**src/rtl/vga_pkg.sv**
```systemverilog
// vga_pkg: colour word layout and 800x600@60 timing constants shared by the VGA pixel path.
package vga_pkg;

    localparam int COLOR_W = 4;

    // Framebuffer word layout: {r,g,b}, red in the most significant bits.
    typedef struct packed {
        logic [COLOR_W-1:0] r;
        logic [COLOR_W-1:0] g;
        logic [COLOR_W-1:0] b;
    } rgb_t;

    localparam int H_VISIBLE = 800;
    localparam int H_FRONT   = 40;
    localparam int H_SYNC    = 128;
    localparam int H_BACK    = 88;
    localparam int H_TOTAL   = H_VISIBLE + H_FRONT + H_SYNC + H_BACK;

    localparam int V_VISIBLE = 600;
    localparam int V_FRONT   = 1;
    localparam int V_SYNC    = 4;
    localparam int V_BACK    = 23;
    localparam int V_TOTAL   = V_VISIBLE + V_FRONT + V_SYNC + V_BACK;

endpackage

```
**src/rtl/vga_delay_line.sv**
```systemverilog
// vga_delay_line: fixed-depth shift register with asynchronous reset to a chosen idle value.
module vga_delay_line #(
    parameter int               WIDTH     = 1,
    parameter int               DEPTH     = 1,
    parameter logic [WIDTH-1:0] RESET_VAL = '0
) (
    input  logic             clk,
    input  logic             reset_n,
    input  logic [WIDTH-1:0] d,
    output logic [WIDTH-1:0] q
);

    logic [WIDTH-1:0] taps [DEPTH];

    // Shift one tap per clock; reset forces every tap to the idle value.
    always_ff @(posedge clk or negedge reset_n) begin
        if (!reset_n) begin
            for (int i = 0; i < DEPTH; i++) taps[i] <= RESET_VAL;
        end else begin
            taps[0] <= d;
            for (int i = 1; i < DEPTH; i++) taps[i] <= taps[i-1];
        end
    end

    assign q = taps[DEPTH-1];

endmodule

```
**src/rtl/vga_frame_reader.sv**
```systemverilog
// vga_frame_reader: fetches scaled framebuffer pixels and drives latency-matched RGB and syncs.
module vga_frame_reader
    import vga_pkg::*;
#(
    parameter int   H_VISIBLE   = 800,
    parameter int   H_CNT_W     = 11,
    parameter int   V_CNT_W     = 10,
    parameter int   SCALE_SHIFT = 1,
    parameter int   ADDR_W      = 18,
    parameter int   FB_LATENCY  = 1,
    parameter logic SYNC_IDLE   = 1'b0
) (
    input  logic                 clk,
    input  logic                 reset_n,
    input  logic [H_CNT_W-1:0]   h_pxl_count,
    input  logic [V_CNT_W-1:0]   v_pxl_count,
    input  logic                 h_sync,
    input  logic                 v_sync,
    input  logic                 h_visible,
    input  logic                 v_visible,
    input  logic [ADDR_W-1:0]    fb_base,
    output logic [ADDR_W-1:0]    fb_addr,
    output logic                 fb_rd_en,
    input  logic [3*COLOR_W-1:0] fb_rd_data,
    output logic [COLOR_W-1:0]   vga_r,
    output logic [COLOR_W-1:0]   vga_g,
    output logic [COLOR_W-1:0]   vga_b,
    output logic                 vga_hs,
    output logic                 vga_vs,
    output logic                 frame_start
);

    localparam int                LAT      = FB_LATENCY + 2;
    localparam int                SUB_W    = (SCALE_SHIFT > 0) ? SCALE_SHIFT : 1;
    localparam logic [SUB_W-1:0]  SUB_LAST = SUB_W'((1 << SCALE_SHIFT) - 1);
    localparam logic [ADDR_W-1:0] FB_WIDTH = ADDR_W'(H_VISIBLE >> SCALE_SHIFT);

    logic [ADDR_W-1:0] row_base;
    logic [ADDR_W-1:0] col;
    logic [ADDR_W-1:0] cur_base;
    logic [SUB_W-1:0]  px_sub;
    logic [SUB_W-1:0]  line_sub;
    logic              h_vis_q;
    logic              frame_in;
    logic              rd_en_in;
    logic              line_end;
    logic              pix_en;
    logic [1:0]        sync_q;
    rgb_t              pix;

    assign frame_in = (h_pxl_count == '0) && (v_pxl_count == '0);
    assign rd_en_in = h_visible && v_visible;
    assign line_end = h_vis_q && !h_visible && v_visible;
    // Pixel (0,0) must already read from the newly requested base, before it is latched.
    assign cur_base = frame_in ? fb_base : row_base;

    // Column and row bookkeeping: replicate each fb pixel horizontally and each fb row vertically.
    always_ff @(posedge clk or negedge reset_n) begin
        if (!reset_n) begin
            row_base <= '0;
            col      <= '0;
            px_sub   <= '0;
            line_sub <= '0;
            h_vis_q  <= 1'b0;
        end else begin
            h_vis_q <= h_visible;
            if (!h_visible) begin
                col    <= '0;
                px_sub <= '0;
            end else begin
                px_sub <= (px_sub == SUB_LAST) ? '0 : px_sub + 1'b1;
                col    <= (px_sub == SUB_LAST) ? col + 1'b1 : col;
            end
            if (frame_in) begin
                row_base <= fb_base;
                line_sub <= '0;
            end else if (line_end) begin
                line_sub <= (line_sub == SUB_LAST) ? '0 : line_sub + 1'b1;
                row_base <= (line_sub == SUB_LAST) ? row_base + FB_WIDTH : row_base;
            end
        end
    end

    // Stage A: issue the framebuffer read; the address holds through blanking.
    always_ff @(posedge clk or negedge reset_n) begin
        if (!reset_n) begin
            fb_addr  <= '0;
            fb_rd_en <= 1'b0;
        end else begin
            fb_rd_en <= rd_en_in;
            if (rd_en_in) fb_addr <= cur_base + col;
        end
    end

    // Stage B: capture returned data, forcing black outside the active region.
    always_ff @(posedge clk or negedge reset_n) begin
        if (!reset_n) pix <= '0;
        else          pix <= pix_en ? rgb_t'(fb_rd_data) : '0;
    end

    assign vga_r  = pix.r;
    assign vga_g  = pix.g;
    assign vga_b  = pix.b;
    assign vga_hs = sync_q[1];
    assign vga_vs = sync_q[0];

    vga_delay_line #(.WIDTH(1), .DEPTH(LAT - 1), .RESET_VAL(1'b0)) u_en_dly (
        .clk(clk), .reset_n(reset_n), .d(rd_en_in), .q(pix_en)
    );

    vga_delay_line #(.WIDTH(2), .DEPTH(LAT), .RESET_VAL({SYNC_IDLE, SYNC_IDLE})) u_sync_dly (
        .clk(clk), .reset_n(reset_n), .d({h_sync, v_sync}), .q(sync_q)
    );

    vga_delay_line #(.WIDTH(1), .DEPTH(LAT), .RESET_VAL(1'b0)) u_fs_dly (
        .clk(clk), .reset_n(reset_n), .d(frame_in), .q(frame_start)
    );

endmodule

```
**config.mk**
```make
export PLATFORM = sky130hd
export DESIGN_NAME = vga_frame_reader
export DESIGN_NICKNAME = d
export VERILOG_FILES = /design/src/rtl/vga_pkg.sv /design/src/rtl/vga_delay_line.sv /design/src/rtl/vga_frame_reader.sv
export SDC_FILE = /design/constraint.sdc
export NUM_CORES = 1
export LEC_CHECK = 0
export CORE_ASPECT_RATIO = 0.75
export CORE_MARGIN = 3
export CORE_UTILIZATION = 40
export DETAILED_ROUTE_END_ITERATION = 10
export GPL_ROUTABILITY_DRIVEN = 0
export GPL_TIMING_DRIVEN = 1
export PLACE_DENSITY_LB_ADDON = 0.05
export RECOVER_POWER = 25
export SLEW_MARGIN = 20
export SYNTH_ARGS = -nofsm -noshare
export SYNTH_HDL_FRONTEND = slang
export SYNTH_HIERARCHICAL = 1
export SYNTH_SLANG_ARGS = --single-unit
```
**constraint.sdc**
```tcl
create_clock -name clk -period 7.15 [get_ports clk]
set_input_delay 1.0725 -clock clk [delete_from_list [all_inputs] [get_ports clk]]
set_output_delay 1.0725 -clock clk [all_outputs]
set_load 0.01 [all_outputs]
```
==> impl_metrics.env <==
export IMPL_die_x_um=127
export IMPL_layout_nets=607
export IMPL_p_int_mw=1.01
export IMPL_ctsHoldBuffers=0
export IMPL_antenna_found_initial=0
export IMPL_track_usage_pct=16.6
export IMPL_vias=3458
export IMPL_synth_area_per_cell_um2=9.88
export IMPL_cts_sinks=81
export IMPL_placed_cells=655
export IMPL_grt_ovfl_total=0
export IMPL_yosysWarnings=6
export IMPL_cts_root_buffer="clkbuf_16"
export IMPL_cp_max_fo=20
export IMPL_cts_tree="yes"
export IMPL_io_buffers=90
export IMPL_finalSetupViolCount=0
export IMPL_n_antenna_cell=0
export IMPL_numCtsBuffers=9
export IMPL_synth_edf_count=0
export IMPL_synth_area_leaders="dfrtp_1 46%, ha_1 5.4%, nand2_1 5.4%"
export IMPL_ff2ff_path_depth=9
export IMPL_viasPerCell=5.17
export IMPL_drt_initial_drc_count=238
export IMPL_ios=91
export IMPL_row_count=32
export IMPL_hold_start="u_sync_dly/taps[5]"
export IMPL_area_delta_synth_final_pct=30.7
export IMPL_clock_latency_ns=0.33
export IMPL_setup_tns_ns=0
export IMPL_swShare_pct=26.4
export IMPL_design_area_mm2=0.00572
export IMPL_postRouteAntennaNets=0
export IMPL_ys_flop_type="dfrtp_1"
export IMPL_violations="capacitance limit, slew limit"
export IMPL_worstMarginPinSlew_ns=4.29
export IMPL_start_util_pct=41.7
export IMPL_min_path_type="reg2reg"
export IMPL_grt_pass1_vias=3269
export IMPL_whs_endpoint="u_sync_dly/taps[3]"
export IMPL_critPathSlowestCell="nor2_2"
export IMPL_syn_num_nets=520
export IMPL_ys_seq_area_share_pct=46.3
export IMPL_drt_first_pass_iters=4
export IMPL_pwr_share_clk_pct=37.6
export IMPL_crit_buf_inv=2
export IMPL_maxCapViolCount=1
export IMPL_syn_area_mm2=0.00438
export IMPL_synth_seq_cells=81
export IMPL_hpwl_um=7550
export IMPL_route_detailed_drc=0
export IMPL_cts_clk_slew_worst_paths_ns=0.06
export IMPL_cts_buffer_depth=2
export IMPL_die_area_mm2=0.0122
export IMPL_async_flop_share_pct=100
export IMPL_placed_cell_area_mm2=0.00539
export IMPL_core_mm2=0.0105
export IMPL_grt_max_degree=82
export IMPL_slew_violations=82
export IMPL_peakVddDrop_mv=0.145
export IMPL_relSlewSlack_pct=-186
export IMPL_power_total_mw=1.37
export IMPL_hold_violations=0
export IMPL_endpoint_kind="register"
export IMPL_p_seq_share_pct=41.0
export IMPL_min_path_cells=0
export IMPL_timing_rr_start="row_base[6]"
export IMPL_finClkSkew_ns=0.00729
export IMPL_cts_max_level=3
export IMPL_worstSetupPathType="in2reg"
export IMPL_instances_no_fill=669
export IMPL_drive_gt1_share_pct=6.00
export IMPL_netlist_top_cells_count="81 x dfrtp_1, 63 x nand2_1, 46 x o21ai_0"
export IMPL_power_leakage_nw=2.57
export IMPL_timing_final_crit_share_pct=69.6
export IMPL_r2r_slack_ns=4.45
export IMPL_syn_inst=443
export IMPL_rsz0062_at_grt="no"
export IMPL_crit_chain="clkdlybuf4s50_1, nor4_2, nand4_2, nor2_2, mux2_2, ha_1, inv_1, fa_1, nor2b_1, o31a_1, nand4_1, a21o_1, a2111oi_0, or3_1"
export IMPL_synth_top_area_share_pct=46.3
export IMPL_cp_data_required_time_ns=7.41
export IMPL_die_h_um=96.6
export IMPL_path_delay_family="simple AND/OR/NAND/NOR gates"
export IMPL_outcome="complete, but fails checks"
export IMPL_max_freq_ghz=0.201
export IMPL_yosys_area_top_type="dfrtp_1"
export IMPL_arrival_ns=5.24
export IMPL_fin_crit_ns=4.98
export IMPL_synthDistinctLibCells=55
export IMPL_grt_pass1_wl_um=16300
export IMPL_power_switching_mw=0.361
export IMPL_routedWlPerCell_um=14.9
export IMPL_cts_resized=0
export IMPL_reg2reg_to="fb_addr[17]"
export IMPL_post_cts_setup_buffers=0
export IMPL_worst_setup_path_start_kind="input port"
export IMPL_synth_most_common_cell="dfrtp_1"
export IMPL_combPwrFrac_pct=21.5
export IMPL_slowest_delay_ns=0.73
export IMPL_p_per_area_mw_per_mm2=239
export IMPL_wirelength_um=9950
worst max-delay path by stage:
stage / start / to / slack, ns / cells past startpoint
after floorplan: v_pxl_count[0] / fb_addr[17] / 3.25 / 12
after global placement: v_pxl_count[0] / fb_addr[16] / 1.85 / 14
after detailed placement: h_pxl_count[6] / fb_addr[16] / 1.84 / 14
after CTS: h_pxl_count[6] / fb_addr[16] / 2.18 / 14
after global routing: reset_n / px_sub / 1.59 / 1
final: h_pxl_count[6] / fb_addr[16] / 2.17 / 14
through the flow:
stage | util, % | setup WS [ns] | hold slack [ns]
after detailed placement | 51.4 | 1.84 | 0.335
after global routing | 54.5 | 1.59 | 0.353
after floorplan | - | 3.25 | 0.331
after CTS | 54.6 | 2.18 | 0.348
final | 54.5 | 2.17 | 0.346
after global placement | 51.4 | 1.85 | 0.332
layout by cell type (no fill, tap or decap), types with 9 or more instances in the layout:
cell type,instances
a21o_1,9
nor2_1,13
nand2_1,63
nand3_1,9
a21oi_1,10
nand4_1,10
and2_1,23
xor2_1,21
dfrtp_1,81
o21ai_0,46
ha_1,19
clkbuf_16,9
xnor2_1,18
clkdlybuf4s50_1,85
sequential cells by signal, summed over array words and instances (netlist names):
register         count
vga_g                4
line_sub             1
u_sync_dly/taps      4
fb_rd_en             1
u_en_dly/taps        1
h_vis_q              1
vga_b                4
col                 18
u_sync_dly/q         2
vga_r                4
px_sub               1
row_base            18
u_fs_dly/taps        2
u_en_dly/q           1
fb_addr             18
u_fs_dly/q           1
cell families (layout without fill, tap and decap cells):
family | after synthesis | after routing | share of synthesized area [%]
compound gates | 102 | 102 | 14.8
xor+xnor | 39 | 39 | 7.80
fa+ha+maj | 20 | 20 | 5.89
buf+inv | 24 | 114 | 2.29
flops | 81 | 81 | 46.3
mux | 11 | 11 | 2.86
simple gates | 166 | 166 | 20.1
power groups by stage:
stage                     combinational (mW)  sequential [mW]  clock (mW)
final                                  0.293            0.560       0.514
after global routing                   0.327            0.568       0.550
after CTS                              0.301            0.560       0.530
after detailed placement               0.299            0.569           0
after global placement                 0.297            0.565           0
after floorplan                        0.159            0.568           0
layer usage:
metal / up-vias / share of wire (%) / global-route usage (%)
met5: - / 0 / 0
met3: 2 / 4.4 / 3.90
met2: 60 / 47 / 26.0
li1: 1742 / - / -
met4: 0 / 0.33 / 3.48
met1: 1654 / 48 / 23.7
final cells by class:
cell class / instances / area, um2
fill: 955 / 4770
multi-input combinational: 338 / 2250
sequential: 81 / 2030
timing repair buffer: 92 / 910
clock buffer: 11 / 243
tap: 136 / 170
clock inverter: 3 / 90.1
inverter: 8 / 30.0
No activity file was read; power rests on OpenSTA's default activity.
